### src/rtl/bram_rd_streamer_pkg.sv
// Shared constants for the BRAM read streamer: default BRAM geometry and FSM encodings.
package bram_rd_streamer_pkg;
  localparam int DEF_ADDR_WIDTH = 12;
  localparam int DEF_MEM_WIDTH  = 16;
  localparam int DEF_MEM_DEPTH  = 3840;

  localparam logic [1:0] ST_IDLE  = 2'd0;
  localparam logic [1:0] ST_RUN   = 2'd1;
  localparam logic [1:0] ST_DRAIN = 2'd2;
  localparam logic [1:0] ST_DONE  = 2'd3;
endpackage

### src/rtl/bram_rd_streamer_if.sv
// BRAM port plus output valid/ready stream; master = streamer side, slave = BRAM/consumer side.
interface bram_rd_streamer_if
  import bram_rd_streamer_pkg::*;
#(
  parameter int ADDR_WIDTH = DEF_ADDR_WIDTH,
  parameter int MEM_WIDTH  = DEF_MEM_WIDTH
) ();
  logic [ADDR_WIDTH-1:0] mem_addr_o;
  logic                  mem_ce_o;
  logic                  mem_we_o;
  logic [MEM_WIDTH-1:0]  mem_d_o;
  logic [MEM_WIDTH-1:0]  mem_q_i;
  logic                  m_valid_o;
  logic                  m_ready_i;
  logic [MEM_WIDTH-1:0]  m_data_o;

  modport master (
    output mem_addr_o, mem_ce_o, mem_we_o, mem_d_o, m_valid_o, m_data_o,
    input  mem_q_i, m_ready_i
  );
  modport slave (
    input  mem_addr_o, mem_ce_o, mem_we_o, mem_d_o, m_valid_o, m_data_o,
    output mem_q_i, m_ready_i
  );
endinterface

### src/rtl/bram_rd_streamer_rd_skid_fifo.sv
// 2-entry valid/ready FIFO with registered head and occupancy output.
// The writer is responsible for never pushing while full.
module rd_skid_fifo #(
  parameter int W = 16
) (
  input  logic         clk,
  input  logic         reset_n,
  input  logic         i_wr_valid,
  input  logic [W-1:0] i_wr_data,
  output logic         o_rd_valid,
  input  logic         i_rd_ready,
  output logic [W-1:0] o_rd_data,
  output logic [1:0]   o_count
);
  logic [1:0][W-1:0] r_mem;
  logic              r_wptr, r_rptr;
  logic [1:0]        r_count;
  logic              w_pop;

  assign w_pop      = (r_count != 2'd0) && i_rd_ready;
  assign o_rd_valid = (r_count != 2'd0);
  assign o_rd_data  = r_mem[r_rptr];
  assign o_count    = r_count;

  always_ff @(posedge clk or negedge reset_n) begin
    if (!reset_n) begin
      r_mem   <= '0;
      r_wptr  <= 1'b0;
      r_rptr  <= 1'b0;
      r_count <= 2'd0;
    end else begin
      if (i_wr_valid) begin
        r_mem[r_wptr] <= i_wr_data;
        r_wptr        <= ~r_wptr;
      end
      if (w_pop) r_rptr <= ~r_rptr;
      r_count <= r_count + {1'b0, i_wr_valid} - {1'b0, w_pop};
    end
  end
endmodule

### src/rtl/bram_rd_streamer.sv
// Streams a contiguous (wrapping) run of BRAM words out as valid/ready, hiding the 1-cycle read latency.
// Optional BRAM_RD_STRIDE_EN adds stride_i: address advances by a latched stride modulo MEM_DEPTH.
module bram_rd_streamer
  import bram_rd_streamer_pkg::*;
#(
  parameter int ADDR_WIDTH = DEF_ADDR_WIDTH,
  parameter int MEM_WIDTH  = DEF_MEM_WIDTH,
  parameter int MEM_DEPTH  = DEF_MEM_DEPTH
) (
  input  logic                  clk,
  input  logic                  reset_n,
  input  logic                  start_i,
  input  logic [ADDR_WIDTH-1:0] base_addr_i,
  input  logic [ADDR_WIDTH:0]   len_i,
`ifdef BRAM_RD_STRIDE_EN
  input  logic [ADDR_WIDTH-1:0] stride_i,
`endif
  output logic                  idle_o,
  output logic                  done_o,
  bram_rd_streamer_if.master    bus
);
  localparam logic [ADDR_WIDTH:0] LP_DEPTH = (ADDR_WIDTH+1)'(MEM_DEPTH);
  localparam logic [ADDR_WIDTH:0] LP_ONE   = (ADDR_WIDTH+1)'(1);

  logic [1:0]            r_state;
  logic [ADDR_WIDTH-1:0] r_addr, r_stride;
  logic [ADDR_WIDTH:0]   r_len, r_issued;
  logic                  r_inflight;

  logic                  w_start, w_issue, w_pop, w_drain_done;
  logic [1:0]            w_count;
  logic [2:0]            w_credit;
  logic [ADDR_WIDTH:0]   w_addr_sum, w_issued_inc;
  logic [ADDR_WIDTH-1:0] w_addr_next, w_stride_in;

`ifdef BRAM_RD_STRIDE_EN
  assign w_stride_in = stride_i;
`else
  assign w_stride_in = ADDR_WIDTH'(1);
`endif

  // DONE doubles as the last idle cycle: it carries the done pulse and already accepts a new start.
  assign idle_o  = (r_state == ST_IDLE) || (r_state == ST_DONE);
  assign done_o  = (r_state == ST_DONE);
  assign w_start = start_i && idle_o;

  // Credit counts words already buffered plus the one in flight, minus the one leaving now.
  assign w_pop    = bus.m_valid_o && bus.m_ready_i;
  assign w_credit = {1'b0, w_count} + {2'b0, r_inflight} - {2'b0, w_pop};
  assign w_issue  = (r_state == ST_RUN) && (r_issued != r_len) && (w_credit < 3'd2);

  assign w_issued_inc = r_issued + LP_ONE;
  assign w_addr_sum   = {1'b0, r_addr} + {1'b0, r_stride};
  assign w_addr_next  = (w_addr_sum >= LP_DEPTH) ? ADDR_WIDTH'(w_addr_sum - LP_DEPTH)
                                                 : ADDR_WIDTH'(w_addr_sum);

  // Leave DRAIN as soon as the FIFO empties this cycle, so done lands right after the last word.
  assign w_drain_done = !r_inflight && (w_count == {1'b0, w_pop});

  assign bus.mem_addr_o = r_addr;
  assign bus.mem_ce_o   = w_issue;
  assign bus.mem_we_o   = 1'b0;
  assign bus.mem_d_o    = '0;

  always_ff @(posedge clk or negedge reset_n) begin
    if (!reset_n) begin
      r_state    <= ST_IDLE;
      r_addr     <= '0;
      r_stride   <= '0;
      r_len      <= '0;
      r_issued   <= '0;
      r_inflight <= 1'b0;
    end else begin
      r_inflight <= w_issue;
      case (r_state)
        ST_IDLE, ST_DONE: begin
          if (w_start) begin
            r_addr   <= base_addr_i;
            r_len    <= len_i;
            r_stride <= w_stride_in;
            r_issued <= '0;
            r_state  <= (len_i == '0) ? ST_DONE : ST_RUN;
          end else begin
            r_state <= ST_IDLE;
          end
        end
        ST_RUN: begin
          if (w_issue) begin
            r_addr   <= w_addr_next;
            r_issued <= w_issued_inc;
            if (w_issued_inc == r_len) r_state <= ST_DRAIN;
          end
        end
        ST_DRAIN: if (w_drain_done) r_state <= ST_DONE;
        default:  r_state <= ST_IDLE;
      endcase
    end
  end

  rd_skid_fifo #(.W(MEM_WIDTH)) u_fifo (
    .clk        (clk),
    .reset_n    (reset_n),
    .i_wr_valid (r_inflight),
    .i_wr_data  (bus.mem_q_i),
    .o_rd_valid (bus.m_valid_o),
    .i_rd_ready (bus.m_ready_i),
    .o_rd_data  (bus.m_data_o),
    .o_count    (w_count)
  );
endmodule
### src/flat_wrapper.sv
// flat-port wrapper written by rule: the top's interface ports become plain ports
module bram_rd_streamer_flat import bram_rd_streamer_pkg::*;
#(
  parameter int ADDR_WIDTH = DEF_ADDR_WIDTH,
  parameter int MEM_WIDTH  = DEF_MEM_WIDTH,
  parameter int MEM_DEPTH  = DEF_MEM_DEPTH
)
  (clk, reset_n, start_i, base_addr_i, len_i, idle_o, done_o, bus_mem_addr_o, bus_mem_ce_o, bus_mem_we_o, bus_mem_d_o, bus_m_valid_o, bus_m_data_o, bus_mem_q_i, bus_m_ready_i);
  bram_rd_streamer_if #(.ADDR_WIDTH(ADDR_WIDTH), .MEM_WIDTH(MEM_WIDTH)) bus_i ();
  input  logic clk;
  input  logic reset_n;
  input  logic start_i;
  input  logic [ADDR_WIDTH-1:0] base_addr_i;
  input  logic [ADDR_WIDTH:0] len_i;
  output logic idle_o;
  output logic done_o;
  output wire logic [$bits(bus_i.mem_addr_o)-1:0] bus_mem_addr_o;
  output wire logic [$bits(bus_i.mem_ce_o)-1:0] bus_mem_ce_o;
  output wire logic [$bits(bus_i.mem_we_o)-1:0] bus_mem_we_o;
  output wire logic [$bits(bus_i.mem_d_o)-1:0] bus_mem_d_o;
  output wire logic [$bits(bus_i.m_valid_o)-1:0] bus_m_valid_o;
  output wire logic [$bits(bus_i.m_data_o)-1:0] bus_m_data_o;
  input wire logic [$bits(bus_i.mem_q_i)-1:0] bus_mem_q_i;
  input wire logic [$bits(bus_i.m_ready_i)-1:0] bus_m_ready_i;
  assign bus_mem_addr_o = bus_i.mem_addr_o;
  assign bus_mem_ce_o = bus_i.mem_ce_o;
  assign bus_mem_we_o = bus_i.mem_we_o;
  assign bus_mem_d_o = bus_i.mem_d_o;
  assign bus_m_valid_o = bus_i.m_valid_o;
  assign bus_m_data_o = bus_i.m_data_o;
  assign bus_i.mem_q_i = bus_mem_q_i;
  assign bus_i.m_ready_i = bus_m_ready_i;
  bram_rd_streamer #(.ADDR_WIDTH(ADDR_WIDTH), .MEM_WIDTH(MEM_WIDTH), .MEM_DEPTH(MEM_DEPTH)) u_core (.clk(clk), .reset_n(reset_n), .start_i(start_i), .base_addr_i(base_addr_i), .len_i(len_i), .idle_o(idle_o), .done_o(done_o), .bus(bus_i));
endmodule
### config.mk
export PLATFORM = sky130hd
export DESIGN_NAME = bram_rd_streamer_flat
export DESIGN_NICKNAME = d
export VERILOG_FILES = /design/src/rtl/bram_rd_streamer_pkg.sv /design/src/rtl/bram_rd_streamer_if.sv /design/src/rtl/bram_rd_streamer_rd_skid_fifo.sv /design/src/rtl/bram_rd_streamer.sv /design/src/flat_wrapper.sv
export SDC_FILE = /design/constraint.sdc
export NUM_CORES = 1
export LEC_CHECK = 0
export CORE_MARGIN = 3
export CORE_UTILIZATION = 23
export DETAILED_ROUTE_END_ITERATION = 12
export HOLD_SLACK_MARGIN = 0.02
export PLACE_DENSITY = 0.48
export SYNTH_ARGS = -nofsm -noshare
export SYNTH_HDL_FRONTEND = slang
export SYNTH_SLANG_ARGS = --single-unit
### constraint.sdc
create_clock -name clk -period 4.08 [get_ports clk]
set_input_delay 0.612 -clock clk [delete_from_list [all_inputs] [get_ports clk]]
set_output_delay 0.612 -clock clk [all_outputs]
set_load 0.01 [all_outputs]
==> flow_summary.json <==
{
  "status": "finished clean",
  "rsz0062_at_grt": "false",
  "ant_nets": 0,
  "power_uw": 4600,
  "nets": 558,
  "crit_fanout": 4,
  "antenna_cells": 0,
  "ys.warnings.count": 0,
  "num_vias": 3613,
  "async_flop_share_pct": 100.0,
  "worstPathRequired_ns": 3.47,
  "final_area_um2": 5836,
  "synth.area.top_cells": "dfrtp_1 (43%), mux2_2 (15%), buf_4 (2.8%)",
  "cts_resized": 0,
  "syn_area_per_cell_um2": 10.60,
  "syn_inst": 432,
  "cts_hold_buf": 0,
  "cts_tree": "yes",
  "grt_pass1_wl_um": 19630,
  "ir_drop_mv": 0.2235,
  "synth_cell_types": 67,
  "wirelength_um": 12030,
  "antenna_found_initial": 0,
  "drv_slew": 0,
  "yosysMostFrequentCell": "dfrtp_1",
  "synthMuxAreaShare_pct": 16.33,
  "power_density_nw_per_um2": 788.3,
  "synth_top_family_by_area": "multiplexers",
  "num_rows": 50,
  "synth_common_cells": "dfrtp_1 (78), mux2_2 (62), nand2_1 (22), buf_4 (17)",
  "hold_class": "in -> async",
  "wl_per_cell_um": 15.64,
  "synth_compound_area_share_pct": 12.24,
  "synth_area_um2": 4581,
  "htreeDepth": 3,
  "post-route-min-period_ns": 3.508,
  "detailed_place_hpwl_um": 8713,
  "power_leakage_uw": 0.002317,
  "finalSetupTns_ns": 0,
  "fin_util_pct": 30.48,
  "clock-root-buffer": "clkbuf_16",
  "area_growth_pct": 27.40,
  "slew_headroom_pct": 31.91,
  "yosys.area_share.simple_pct": 15.32,
  "cts_buffer_depth": 2,
  "io_pins": 94,
  "synth_top_area_share_pct": 42.61,
  "clk_pin_slew_ns": 0.06,
  "synth_seq_area_share_pct": 42.61,
  "cp-start-kind": "register",
  "drtIter0Drc": 195,
  "yosys.area.top_type": "dfrtp_1",
  "fmax_mhz": 285.0,
  "grt_pass1_vias": 3675,
  "die_w_um": 147.1,
  "initial_core_util_pct": 23.93,
  "setup_viol": 0,
  "viasPerCell": 4.698,
  "gp_congestion": 0.8196,
  "placement.cell_area_um2": 5534,
  "grt_max_degree": 79,
  "cts_inserted_buffers": 9,
  "coreArea_um2": 19140,
  "gr-total-overflow": 0,
  "critPathCaptureType": "output port",
  "dr.pass1.iters": 4,
  "maxCapViolations": 0,
  "fin_worst_skew_ns": 0.006022,
  "track_usage_pct": 11.30,
  "synth_edf_count": 0,
  "drc": 0,
  "yosys.area_share.adder_pct": 2.622,
  "critical_path_arrival_ns": 2.90,
  "die_area_um2": 21650,
  "fin_crit_sh_pct": 85.99,
  "fp.dieH_um": 147.1,
  "port_buffers": 76,
  "worstSetupPathType": "reg -> out",
  "clk_latency_ns": 0.35,
  "post_cts_buffers": 0,
  "ys_ff_latch": 78,
  "finalHoldViolCount": 0,
  "synthFlopType": "dfrtp_1",
  "worstMarginPinSlew_ns": 1.021,
  "drive_above_1_share_pct": 19.06,
  "synth-xor-area-share_pct": 4.179,
  "cts.sinks": 78
}
==> path summary, 6_finish.rpt <==
check                                         start                  endpoint  slack (ns)  cells after the start
hold / removal                              reset_n          u_core.r_len[12]        0.45                      1
setup / recovery           u_core.u_fifo.o_count[1]              bus_mem_ce_o        0.57                     11
max in group asynchronous                   reset_n    u_core.u_fifo.r_mem[1]        2.99                      1
min in group clk                 u_core.r_stride[0]        u_core.r_stride[0]        0.48                      1
hold reg to reg                  u_core.r_stride[0]        u_core.r_stride[0]        0.48                      1
setup reg to reg           u_core.u_fifo.o_count[1]  u_core.bus.mem_addr_o[8]        0.75                     13
==> metrics by stage <==
step / setup slack, ns / hold slack [ns] / instances
2_1_floorplan: 0.7254 / 0.3164 / 448
3_3_place_gp: 0.2044 / 0.4643 / 753
3_5_place_dp: 0.1890 / 0.4656 / 753
4_1_cts: 0.08583 / 0.4834 / 769
5_1_grt: 0.3841 / 0.5068 / 769
6_report: 0.5715 / 0.4519 / 769
==> cells by family after synthesis <==
family,after synthesis
AO/OA/AOI/OAI,81
XOR/XNOR,21
buffers and inverters,53
other,1
AND/OR/NAND/NOR,122
multiplexers,67
adder cells (fa/ha/maj),9
flip-flops,78
==> report_power, final <==
part           internal [µW]  switching, µW
clock                    478            341
combinational           1210           1140
sequential              1110            327
==> flip-flops by register name, indices dropped and copies added (netlist names) <==
register / cells
u_core.r_issued: 13
u_core.r_inflight: 1
u_core.r_state: 2
u_core.u_fifo.r_mem: 32
u_core.u_fifo.o_count: 2
u_core.u_fifo.r_rptr: 1
u_core.r_stride: 1
u_core.r_len: 13
u_core.u_fifo.r_wptr: 1
u_core.bus.mem_addr_o: 12
==> critical path, stage by stage, from the launching register on <==
cell	delay, ns
dfrtp_1	0.42
or2_2	0.32
and2_1	0.18
ha_1	0.28
inv_1	0.04
ha_1	0.20
fa_1	0.40
xnor2_1	0.15
nor2_2	0.11
inv_1	0.07
nor3_1	0.17
dlymetal6s2s_1	0.22
==> cells in the final DEF (no fill, tap or decap), drive strengths merged, types with 3 or more instances in the layout <==
master	count
a211oi	5
a21oi	17
a311oi	3
a31oi	4
and2	5
and3	7
and4	3
buf	9
clkbuf	10
clkdlybuf4s50	74
clkinvlp	3
conb	17
dfrtp	78
ha	8
inv	16
mux2	62
mux2i	5
nand2	22
nand2b	7
nand3	16
nand4	12
nor2	14
nor3	8
nor4	8
o21ai	13
o22ai	10
o31ai	6
or3	7
or4	4
xnor2	15
xor2	6
==> area by class of cell <==
cell class / count / area (µm²)
Multi-Input combinational cell: 317 / 2386
Clock inverter: 6 / 70.07
Inverter: 14 / 52.55
Clock buffer: 10 / 229.0
Sequential cell: 78 / 1952
Timing Repair Buffer: 84 / 820.8
Fill cell: 2010 / 13310
Tap cell: 260 / 325.3
==> metal layers <==
| metal | track usage (%) | part of all wire [%] |
|---|---|---|
| met5 | 0 | 0 |
| met4 | 5.499 | 2.4 |
| met3 | 2.190 | 4.3 |
| met2 | 17.49 | 46 |
| met1 | 15.14 | 47 |
No activity file was read; power rests on OpenSTA's default activity.
